==> src/rtl/qs_srt_stack_arb.sv <==
// ----------------------------------------------------------------------------
// qs_srt_stack_arb
//   Round-robin arbiter and sequencer. It lets R sort requesters share one
//   qs_srt_stack instance.
//   - At most one stack command is issued per cycle. The grant is
//     combinational from req_vld.
//   - A clear request takes priority over all push/pop traffic.
//   - Each granted command is tracked through a POP_LAT-deep in-flight pipe.
//     Exactly one response, tagged with the requester id, comes back
//     POP_LAT cycles after the grant.
//
// Parameters
//   R        number of requesters (>= 2)
//   W        stack word width
//   POP_LAT  cycles from command issue to valid stk_head (response latency)
//
// Ports
//   clk, rst_n      clock, asynchronous active-low reset
//   req_vld[R]      per-requester command valid
//   req_push[R]     1 = push, 0 = pop
//   req_dat[R*W]    push data, requester i at [i*W +: W]
//   req_gnt[R]      one-hot grant (command accepted this cycle)
//   rsp_vld[R]      one-hot response valid
//   rsp_err         response is an error (pop-empty / push-full)
//   rsp_dat[W]      pop data (0 for push responses and errors)
//   clr_req         request a stack clear
//   clr_ack         a clear is issued this cycle
//   stk_cmd_vld     stack command valid
//   stk_cmd_push    stack command is a push
//   stk_cmd_dat[W]  stack push data
//   stk_cmd_clr     stack clear
//   stk_cmd_err     stack error flag for the command issued this cycle
//   stk_head[W]     stack head register
//
// Optional build macro QS_SRT_STACK_ARB_STATS_EN adds three 16-bit
// saturating counters. clr_ack zeroes all of them.
//   stat_cmd    number of grants
//   stat_err    number of error responses
//   stat_stall  cycles with some req_vld high but no grant
// ----------------------------------------------------------------------------
module qs_srt_stack_arb #(
  parameter int R       = 2,
  parameter int W       = 32,
  parameter int POP_LAT = 2
) (
  input  logic           clk,
  input  logic           rst_n,
  input  logic [R-1:0]   req_vld,
  input  logic [R-1:0]   req_push,
  input  logic [R*W-1:0] req_dat,
  output logic [R-1:0]   req_gnt,
  output logic [R-1:0]   rsp_vld,
  output logic           rsp_err,
  output logic [W-1:0]   rsp_dat,
  input  logic           clr_req,
  output logic           clr_ack,
  output logic           stk_cmd_vld,
  output logic           stk_cmd_push,
  output logic [W-1:0]   stk_cmd_dat,
  output logic           stk_cmd_clr,
  input  logic           stk_cmd_err,
  input  logic [W-1:0]   stk_head
`ifdef QS_SRT_STACK_ARB_STATS_EN
  ,
  output logic [15:0]    stat_cmd,
  output logic [15:0]    stat_err,
  output logic [15:0]    stat_stall
`endif
);

  localparam int IW   = (R > 1) ? $clog2(R) : 1;
  localparam int LAST = POP_LAT - 1;

  // --------------------------------------------------------------------------
  // Round-robin arbitration
  // --------------------------------------------------------------------------
  logic [IW-1:0] rr_ptr;
  logic [IW-1:0] gnt_idx;
  logic          gnt_found;
  logic          gnt_any;

  // Scan starts one past the last winner and wraps R-1 -> 0. Because of this,
  // the most recent winner is considered last.
  // NOTE: every always_comb output gets a default before any conditional
  // logic. Otherwise a path that skips the assignment infers a latch.
  always_comb begin
    int c;
    gnt_found = 1'b0;
    gnt_idx   = '0;
    c         = 0;
    for (int k = 1; k <= R; k++) begin
      c = int'(rr_ptr) + k;
      if (c >= R) c = c - R;
      if (!gnt_found && req_vld[c]) begin
        gnt_found = 1'b1;
        gnt_idx   = IW'(c);
      end
    end
  end

  // A clear blocks all grants in its cycle.
  assign gnt_any = gnt_found && !clr_req;

  always_comb begin
    req_gnt = '0;
    if (gnt_any) req_gnt[gnt_idx] = 1'b1;
  end

  // --------------------------------------------------------------------------
  // Stack command issue
  // --------------------------------------------------------------------------
  assign clr_ack      = clr_req;
  assign stk_cmd_clr  = clr_req;
  assign stk_cmd_vld  = gnt_any;
  assign stk_cmd_push = gnt_any ? req_push[gnt_idx] : 1'b0;
  assign stk_cmd_dat  = gnt_any ? req_dat[int'(gnt_idx)*W +: W] : '0;

  // The pointer moves only on a real grant. Idle cycles and clear cycles
  // keep the current fairness order.
  // NOTE: sequential state uses non-blocking assignments only. Every
  // register therefore samples pre-edge values, regardless of the order of
  // the blocks.
  always_ff @(posedge clk or negedge rst_n) begin
    if (!rst_n) begin
      rr_ptr <= IW'(R - 1);
    end else if (gnt_any) begin
      rr_ptr <= gnt_idx;
    end
  end

  // --------------------------------------------------------------------------
  // In-flight pipe: {vld, id, push, err}. It advances every cycle.
  // --------------------------------------------------------------------------
  logic [POP_LAT-1:0] pipe_vld;
  logic [POP_LAT-1:0] pipe_push;
  logic [POP_LAT-1:0] pipe_err;
  logic [IW-1:0]      pipe_id [POP_LAT];

  // NOTE: this small array is reset on purpose. Responses still pending when
  // reset arrives must be dropped, so every stage has to come up invalid.
  // Large data memories would normally be left without a reset.
  always_ff @(posedge clk or negedge rst_n) begin
    if (!rst_n) begin
      pipe_vld  <= '0;
      pipe_push <= '0;
      pipe_err  <= '0;
      for (int s = 0; s < POP_LAT; s++) pipe_id[s] <= '0;
    end else begin
      // The stack reports its error in the issue cycle, so it is captured
      // here together with the grant.
      pipe_vld[0]  <= gnt_any;
      pipe_id[0]   <= gnt_idx;
      pipe_push[0] <= stk_cmd_push;
      pipe_err[0]  <= gnt_any & stk_cmd_err;
      for (int s = 1; s < POP_LAT; s++) begin
        pipe_vld[s]  <= pipe_vld[s-1];
        pipe_id[s]   <= pipe_id[s-1];
        pipe_push[s] <= pipe_push[s-1];
        pipe_err[s]  <= pipe_err[s-1];
      end
    end
  end

  // --------------------------------------------------------------------------
  // Response. stk_head is valid exactly when the last stage is valid.
  // --------------------------------------------------------------------------
  always_comb begin
    rsp_vld = '0;
    if (pipe_vld[LAST]) rsp_vld[pipe_id[LAST]] = 1'b1;
  end

  assign rsp_err = pipe_vld[LAST] & pipe_err[LAST];
  assign rsp_dat = (pipe_vld[LAST] && !pipe_push[LAST] && !pipe_err[LAST]) ?
                   stk_head : '0;

`ifdef QS_SRT_STACK_ARB_STATS_EN
  // --------------------------------------------------------------------------
  // Saturating statistics counters
  // --------------------------------------------------------------------------
  always_ff @(posedge clk or negedge rst_n) begin
    if (!rst_n) begin
      stat_cmd   <= '0;
      stat_err   <= '0;
      stat_stall <= '0;
    end else if (clr_ack) begin
      stat_cmd   <= '0;
      stat_err   <= '0;
      stat_stall <= '0;
    end else begin
      if (gnt_any && stat_cmd != 16'hFFFF)
        stat_cmd <= stat_cmd + 16'd1;
      if (rsp_err && stat_err != 16'hFFFF)
        stat_err <= stat_err + 16'd1;
      if ((|req_vld) && !gnt_any && stat_stall != 16'hFFFF)
        stat_stall <= stat_stall + 16'd1;
    end
  end
`endif

endmodule

==> config.mk <==
export PLATFORM = sky130hd
export DESIGN_NAME = qs_srt_stack_arb
export DESIGN_NICKNAME = d
export VERILOG_FILES = /design/src/rtl/qs_srt_stack_arb.sv
export SDC_FILE = /design/constraint.sdc
export NUM_CORES = 1
export LEC_CHECK = 0
export CAP_MARGIN = 20
export CORE_AREA = 2 2 68 70
export DETAILED_ROUTE_END_ITERATION = 16
export DIE_AREA = 0 0 70 72
export DONT_BUFFER_PORTS = 1
export GPL_ROUTABILITY_DRIVEN = 0
export PLACE_DENSITY = 0.49
export SKIP_LAST_GASP = 1
export SLEW_MARGIN = 40
export SYNTH_ARGS = -nofsm -noshare
export SYNTH_HDL_FRONTEND = slang
export SYNTH_SLANG_ARGS = --single-unit
==> constraint.sdc <==
create_clock -name clk -period 1.5 [get_ports clk]
set_input_delay 0.3 -clock clk [delete_from_list [all_inputs] [get_ports clk]]
set_output_delay 0.3 -clock clk [all_outputs]
set_load 0.005 [all_outputs]
; ---- Yosys cells after proc, flatten, opt, wreduce, memory -nomap -nowiden
; Cells that the tools add are included.
[classes]
add_sub_neg = 4
multipliers = 0
div = 0
n_lt_le_gt_ge = 8
n_eq_ne = 0
shift = 1
n_mux = 23
bitwise = 2
reduce_logical = 10
[op_table]
columns = cell, count
row1 = $mux W32, 4
row2 = $lt A32 B3 Y1 const B, 2
row3 = $shiftx A64 B7 Y32, 1
row4 = $mux W1, 15
row5 = $logic_and A1 B1 Y1, 6
row6 = $logic_not A1 Y1, 4
row7 = $lt A1 B2 Y1 const B, 2
row8 = $mux W2, 2
row9 = $sub A3 B2 Y4 const B, 1
row10 = $add A1 B2 Y3 const B, 1
row11 = $ge A3 B2 Y1 const B, 1
row12 = $sub A2 B2 Y3 const B, 1
row13 = $add A1 B1 Y2 const B, 1
row14 = $and A1 B1 Y1, 2
row15 = $demux W1 S1, 2
row16 = $ge A1 B1 Y1 const B, 2
row17 = $ge A2 B2 Y1 const B, 1
[word_totals]
regBits = 9
latchBits = 0
mem_bits_rw = 0
mem_bits_ro = 0
out_inout_bits = 73
memories = 0

; ---- Depth between registers and ports, before layout
; Gate-level depths: netlist (run 1).
[logic_depth]
depth_word = 15
ltp_mapped = 5

; ---- Least setup slack after synthesis (run 1)
; No wires, ideal clock.
[synth_path]
path_type = reg2out
start = reg rr_ptr
end = out stk_cmd_dat[22]
arrival_time_ns = 1.101
t_required_ns = 1.200
setup_slack_ns = 0.099
path_stages_with_launch = 6
path_buffers = 2
path_cell_list = dfstp_2 nand2b_1 buf_6 buf_8 a32oi_1 nor2_1
[synth_via]
elab_chain_cells = 12
word_cells_on_any_way = 23
cone_classes = add/sub: 4 / order compare: 2 / shift: 1 / mux: 13 / reduce/logical: 3
[synth_lines]
columns = element, line_no
row1 = from (decl), 77  ; logic [IW-1:0] rr_ptr;
row2 = from (signal assigned), 125  ; rr_ptr <= IW'(R - 1);
row3 = from (signal assigned), 127  ; rr_ptr <= gnt_idx;
row4 = "parallel branches: the longest is 11 deep, another holds $sub A3 B2 Y4", --
row5 = $mux W32 (*), 116  ; assign stk_cmd_dat = gnt_any ? req_dat[int'(gnt_idx)*W +: W] : '0;
row6 = to (decl), 59  ; output logic [W-1:0] stk_cmd_dat,
; Every way passes the cells marked *. The select of a mux whose other input is x is not followed.

; ---- Worst setup path in the final report (run 1)
[layout_path]
start = reg rr_ptr
end = out stk_cmd_dat[4]
; Same word-level chain as after synthesis.

==> impl_metrics.csv, run 1 <==
group,metric,value,unit
sta,hold_ws,0.148,ns
logic_synthesis,synth_area_leaders,"a32oi_1 (26%), and2_1 (20%), dfrtp_1 (18%)",
logic_synthesis,synth_cell_types,17,
drt,vias_per_cell,6.05,
grt,grt.overflow.total,0,
logic_synthesis,synth_edf_count,0,
logic_synthesis,syn_avg_cell_area,7.73,sq um
sta,finalHoldViolations,0,
sta,fin_crit_sh,112,%
drt,post-route-drc-count,0,
floorplan,initial_core_util,25.7,%
critical_path,cp.required,1.20,ns
sta,max_freq,596,MHz
floorplan,core-area,4260,sq um
cts,root_buffer,"clkbuf_8",
critical_path,arrival,1.38,ns
critical_path,crit_fanout,13,
layout,diodes,0,
job,drv_cap,0,
status,failed_checks,"negative setup slack",
layout,fillers,443,
grt,grt_max_degree,41,
floorplan,ios,177,
sta,worst_pin_slew,0.379,ns
logic_synthesis,syn-instance-count,142,
layout,multiInputGateArea,856,sq um
critical_path,crit_type,"register to output pin",
sta,finalCriticalPeriod,1.68,ns
sta,maxSlewHeadroom,74.7,%
pwr,cellPowerDensity,734,nW/um^2
place,post_dp_cell_area,1070,sq um
drt,wl,4750,um
grt,grt_usage,15.3,%
logic_synthesis,netlist_top_cells_count,"nor2_1 (36), and2_1 (35), a32oi_1 (33), dfrtp_1 (8)",
layout,design_area,1360,sq um
layout,regArea,226,sq um
cts,cts_sinks,9,
drt,vias,1156,
layout,area.growth.synth_to_final,23.9,%
place,dpl_worst_slack,-0.00366,ns
floorplan,row_count,24,
logic_synthesis,syn-cell-area,1100,sq um
drt,avgRoutedWirePerCell,24.9,um
grt,grt_pass1_wl,6020,um
drt,first_pass_iters,5,
grt,grt_pass1_vias,1090,
floorplan,die_h,72,um
cts,clk_latency,0.23,ns
pwr,vdd_drop_max,283,uV
cts,numCtsBuffers,3,
critical_path,startpoint_type,"register",
logic_synthesis,async_flop_share,100,%
pwr,p_leak,0.000522,uW
hold_path,holdPathStages,1,
floorplan,die_w,70,um
critical_path,ff2ff_path_depth,6,
logic_synthesis,ys_seq_elements,9,
cts,clk_pin_slew,0.04,ns
logic_synthesis,yosys_warnings,0,
sta,fin_ws,-0.179,ns
cts,clock_path_buffers,2,
grt,antenna_found_initial,0,
cts,htreeDepth,1,
cts,cts_tree,"built",
sta,rsz0062_at_grt,"yes",
drt,postRouteAntennaNets,0,
logic_synthesis,syn_nets,246,
status,status,"finished with violations",
place,portBuffers,0,
place,place_inst,180,
floorplan,die_area,5040,sq um
layout,layout.nets,244,
sta,finClkSkew,0.00186,ns
logic_synthesis,ys_seq_area_share,20.6,%
logic_synthesis,synthFlopType,"dfrtp_1",
logic_synthesis,yosys.area.top_type,"a32oi_1",
layout,drive_gt1_share,39.6,%
hold_path,hold_class,"input port to register",
critical_path,setup.worst_path.end_class,"output pin",
logic_synthesis,yosysMostFrequentCell,"nor2_1",
logic_synthesis,yosysTopAreaCellShare,26.3,%
sta,slew_viol_final,0,
drt,drt-initial-drc-count,43,
sta,finalSetupViolCount,67,
layout,instances_no_fill,191,
## final timing paths
check	from	end	slack, ns
worst max-delay path	rr_ptr	stk_cmd_dat[4]	-0.18
worst min-delay path	clr_req	rr_ptr	0.15
worst max register to register	rr_ptr	pipe_push[0]	0.15
worst min register to register	pipe_push[0]	pipe_push[1]	0.34
max in group asynchronous	rst_n	rr_ptr	0.76
min in group asynchronous	rst_n	pipe_err[1]	0.43
## cell families after synthesis
| family | after synthesis | synth area share (%) |
|---|---|---|
| AO/OA/AOI/OAI | 36 | 29.0 |
| buffers and inverters | 21 | 14.9 |
| flip-flops | 9 | 20.6 |
| AND/OR/NAND/NOR | 76 | 35.5 |
## cell usage in the layout, fill, tap and decap left out
cell type and instances:
a21boi_4 1, nor2b_1 1, a32oi_1 24, nor2_1 33, buf_16 1, o21ai_0 2
buf_6 5, nor3b_4 1, and2_4 23, nand2b_4 1, dlygate4sd3_1 1, buf_4 4
clkbuf_1 1, a32oi_2 9, buf_12 2, nor2_2 3, dfrtp_1 8, nand2_1 1
and2_1 12, nor2b_2 1, dfstp_2 1, clkbuf_8 3, inv_1 1
## worst max-delay path, cell delays in order (launching register included)
cell,delay (ns)
dfstp_2,0.53
nand2b_4,0.18
buf_12,0.15
a32oi_1,0.10
nor2_1,0.17
## routing by layer
metal / up-vias / track usage [%] / share of wire, %
met5: - / 0 / 0
met4: 0 / 1.92 / 0.44
met3: 4 / 5.00 / 10
met2: 112 / 32.3 / 58
met1: 537 / 14.7 / 31
li1: 503 / - / -
## area by class of cell
class / count / area share (%)
well taps: 52 / 4.78
repair buffers: 13 / 12.1
multi-input cells: 112 / 62.9
flip-flops and latches: 9 / 16.7
inverters: 1 / 0.276
clock buffers: 4 / 3.31
## metrics by stage
stage / TNS (ns) / total power, uW / util, %
2_1_floorplan: 0 / 591 / -
3_3_place_gp: 0 / 582 / 25.1
3_5_place_dp: -0.00366 / 594 / 25.1
4_1_cts: -5.27 / 939 / 28.3
5_1_grt: -11.64 / 1060 / 31.9
6_report: -7.38 / 998 / 31.9
## registers in the layout, summed over array words and instances (netlist names)
register	cells
pipe_err	2
pipe_id	2
pipe_push	2
pipe_vld	2
rr_ptr	1
## report_power, final
| part | internal [uW] | switching, uW | total (uW) |
|---|---|---|---|
| clock network | 185 | 88.2 | 273 |
| registers | 268 | 11.3 | 280 |
| logic | 225 | 220 | 446 |
## repair_timing
action | in CTS | in global routing
hold buffers | 1 | 0
gates cloned | 2 | 3
endpoints found under the hold margin | 9 | 0
endpoints found under the setup margin | 54 | 67
resized for setup | 10 | 40
pin swaps | 3 | 26
buffers inserted | 1 | 0
(Power assumes the default switching activity.)
==> run 2, diff against run 1 <==
--- a/config.mk
+++ b/config.mk
@@ -11,7 +11,6 @@
 export DIE_AREA = 0 0 70 72
 export DONT_BUFFER_PORTS = 1
 export GPL_ROUTABILITY_DRIVEN = 0
-export PLACE_DENSITY = 0.49
 export SKIP_LAST_GASP = 1
 export SLEW_MARGIN = 40
 export SYNTH_ARGS = -nofsm -noshare
==> constraint.sdc (replaced) <==
create_clock -name clk -period 2 [get_ports clk]
set_input_delay 0.4 -clock clk [delete_from_list [all_inputs] [get_ports clk]]
set_output_delay 0.4 -clock clk [all_outputs]
set_load 0.005 [all_outputs]
==> run 2 against run 1 <==
  * The flow now finishes without violations
  * Sequential power shrank 25%
  * Critical path depth is the same
  * Clock power shrank 26%
  * Hold slack gained 0.13 ns
  * Core utilization shrank 6.0 points
  * Non-clock buffer count shrank 8
  * Routed wire length shrank 16%
  * Via count shrank 3.5%
  * Flip-flop and latch count is the same
  * Largest cell class unchanged
==> impl_metrics.csv, run 2 (synthesis gave the netlist of run 1 again) <==
group,metric,value,unit
status,status,"finished, final reports clean",
grt,grt_max_degree,41,
sta,fin_crit_sh,92.0,%
hold_path,hold_path_end,"rr_ptr",
grt,grt_pass1_wl,5190,um
floorplan,die_area,5040,sq um
drt,first_pass_iters,4,
hold_path,holdPathStages,1,
layout,area.growth.synth_to_final,0.456,%
grt,grt.overflow.total,0,
place,dpl.hpwl,3330,um
layout,layout.nets,236,
critical_path,setup.worst_path.end_class,"output pin",
cts,root_buffer,"clkbuf_8",
cts,cts_sinks,9,
drt,wl,4010,um
layout,mostFrequentLayoutCells,"nor2_1 (36), and2_1 (35), a32oi_1 (33), dfrtp_1 (8), clkbuf_8 (3)",
sta,max_freq,543,MHz
pwr,cellPowerDensity,567,nW/um^2
cts,htreeDepth,1,
critical_path,r2r-start,"rr_ptr",
grt,met3_usage,4.44,%
layout,multiInputGateArea,707,sq um
sta,worst_pin_slew,0.336,ns
job,drv_cap,0,
critical_path,r2r_slack,0.71,ns
drt,postRouteAntennaNets,0,
layout,regArea,226,sq um
grt,grt_pass1_vias,894,
cts,clk_latency,0.23,ns
floorplan,die_h,72,um
place,dpl_worst_slack,0.367,ns
sta,rsz0062_at_grt,"no",
hold_path,hp-start,"clr_req",
layout,fin_util,25.9,%
cts,numCtsBuffers,3,
critical_path,ff2ff_path_depth,4,
layout,diodes,0,
floorplan,initial_core_util,25.7,%
hold_path,hold_class,"input port to register",
grt,antenna_found_initial,0,
critical_path,startpoint_type,"register",
floorplan,die_w,70,um
floorplan,ios,177,
pwr,p_leak,0.000408,uW
critical_path,reg2reg_to,"pipe_push[0]",
drt,avgRoutedWirePerCell,21.9,um
sta,setup_tns,0,ns
drt,drt-initial-drc-count,26,
sta,fin_ws,0.159,ns
floorplan,core-area,4260,sq um
critical_path,crit_fanout,35,
cts,clk_pin_slew,0.04,ns
grt,grt_util_met2,29.3,%
sta,finClkSkew,0.00170,ns
grt,grt_usage,13.6,%
sta,finalCriticalPeriod,1.84,ns
drt,vias,1116,
drt,post-route-drc-count,0,
grt,gr-usage-met1,12.7,%
sta,finalHoldViolations,0,
critical_path,arrival,1.44,ns
critical_path,crit_type,"register to output pin",
sta,finalSetupViolCount,0,
pwr,vdd_drop_max,288,uV
floorplan,row_count,24,
layout,fillers,466,
cts,clock_path_buffers,2,
grt,top_usage_layer,"met2",
layout,drive_gt1_share,6.87,%
drt,vias_per_cell,6.10,
sta,maxSlewHeadroom,77.5,%
layout,final_common_cell,"nor2_1",
cts,cts_tree,"built",
sta,slew_viol_final,0,
place,portBuffers,0,
critical_path,cp.required,1.60,ns
run 2: cell count changes in the layout (fill, tap and decap cells not counted), sizes merged:
| cell | delta |
|---|---|
| buf | -9 |
| dlygate4sd3 | +1 |
run 2: final cells by class:
cell class / instances / area share (%)
clock buffers: 4 / 4.09
inverters: 1 / 0.341
well taps: 52 / 5.90
repair buffers: 5 / 4.99
flip-flops and latches: 9 / 20.5
multi-input cells: 112 / 64.1
run 2: what timing repair did:
item                                   CTS  global route
gates resized for setup                  0             0
hold buffers                             1             1
buffers inserted                         0             0
endpoints found under the hold margin    8             1
run 2: how the worst max path moves through the flow:
stage | startpoint | to | slack (ns) | cells after the start
finish | rr_ptr | stk_cmd_dat[31] | 0.16 | 4
global route | rr_ptr | stk_cmd_dat[31] | 0.07 | 4
CTS | rr_ptr | stk_cmd_dat[31] | 0.12 | 4
detailed placement | rr_ptr | stk_cmd_dat[31] | 0.37 | 4
global placement | rr_ptr | stk_cmd_dat[31] | 0.38 | 4
floorplan | rr_ptr | stk_cmd_dat[22] | 0.50 | 5
run 2: report_power, final:
group | internal [uW] | switching (uW) | leakage (uW) | total [uW]
Sequential | 201 | 8.69 | 0.000112 | 210
Clock | 138 | 62.5 | 0.0000228 | 201
Combinational | 89.9 | 125 | 0.000273 | 214
run 2: through the flow:
stage,hold WS [ns],area [sq um],instances,total power (uW)
after floorplan,0.104,1100,142,444
after global placement,0.105,1040,177,418
after detailed placement,0.105,1040,177,424
after CTS,0.00785,1090,182,636
after global routing,0.261,1100,183,677
final,0.283,1100,183,625
run 2: worst max-delay path, cell delays in order (launching register included):
cell and delay (ns):
dfstp_2 0.55, nand2b_1 0.15, buf_12 0.19, a32oi_1 0.12, nor2_1 0.19
run 2: per-layer routing:
metal	wire, um	up-vias
met5	0	-
met4	0	0
met3	457	0
met2	2380	116
met1	1170	514
li1	-	486
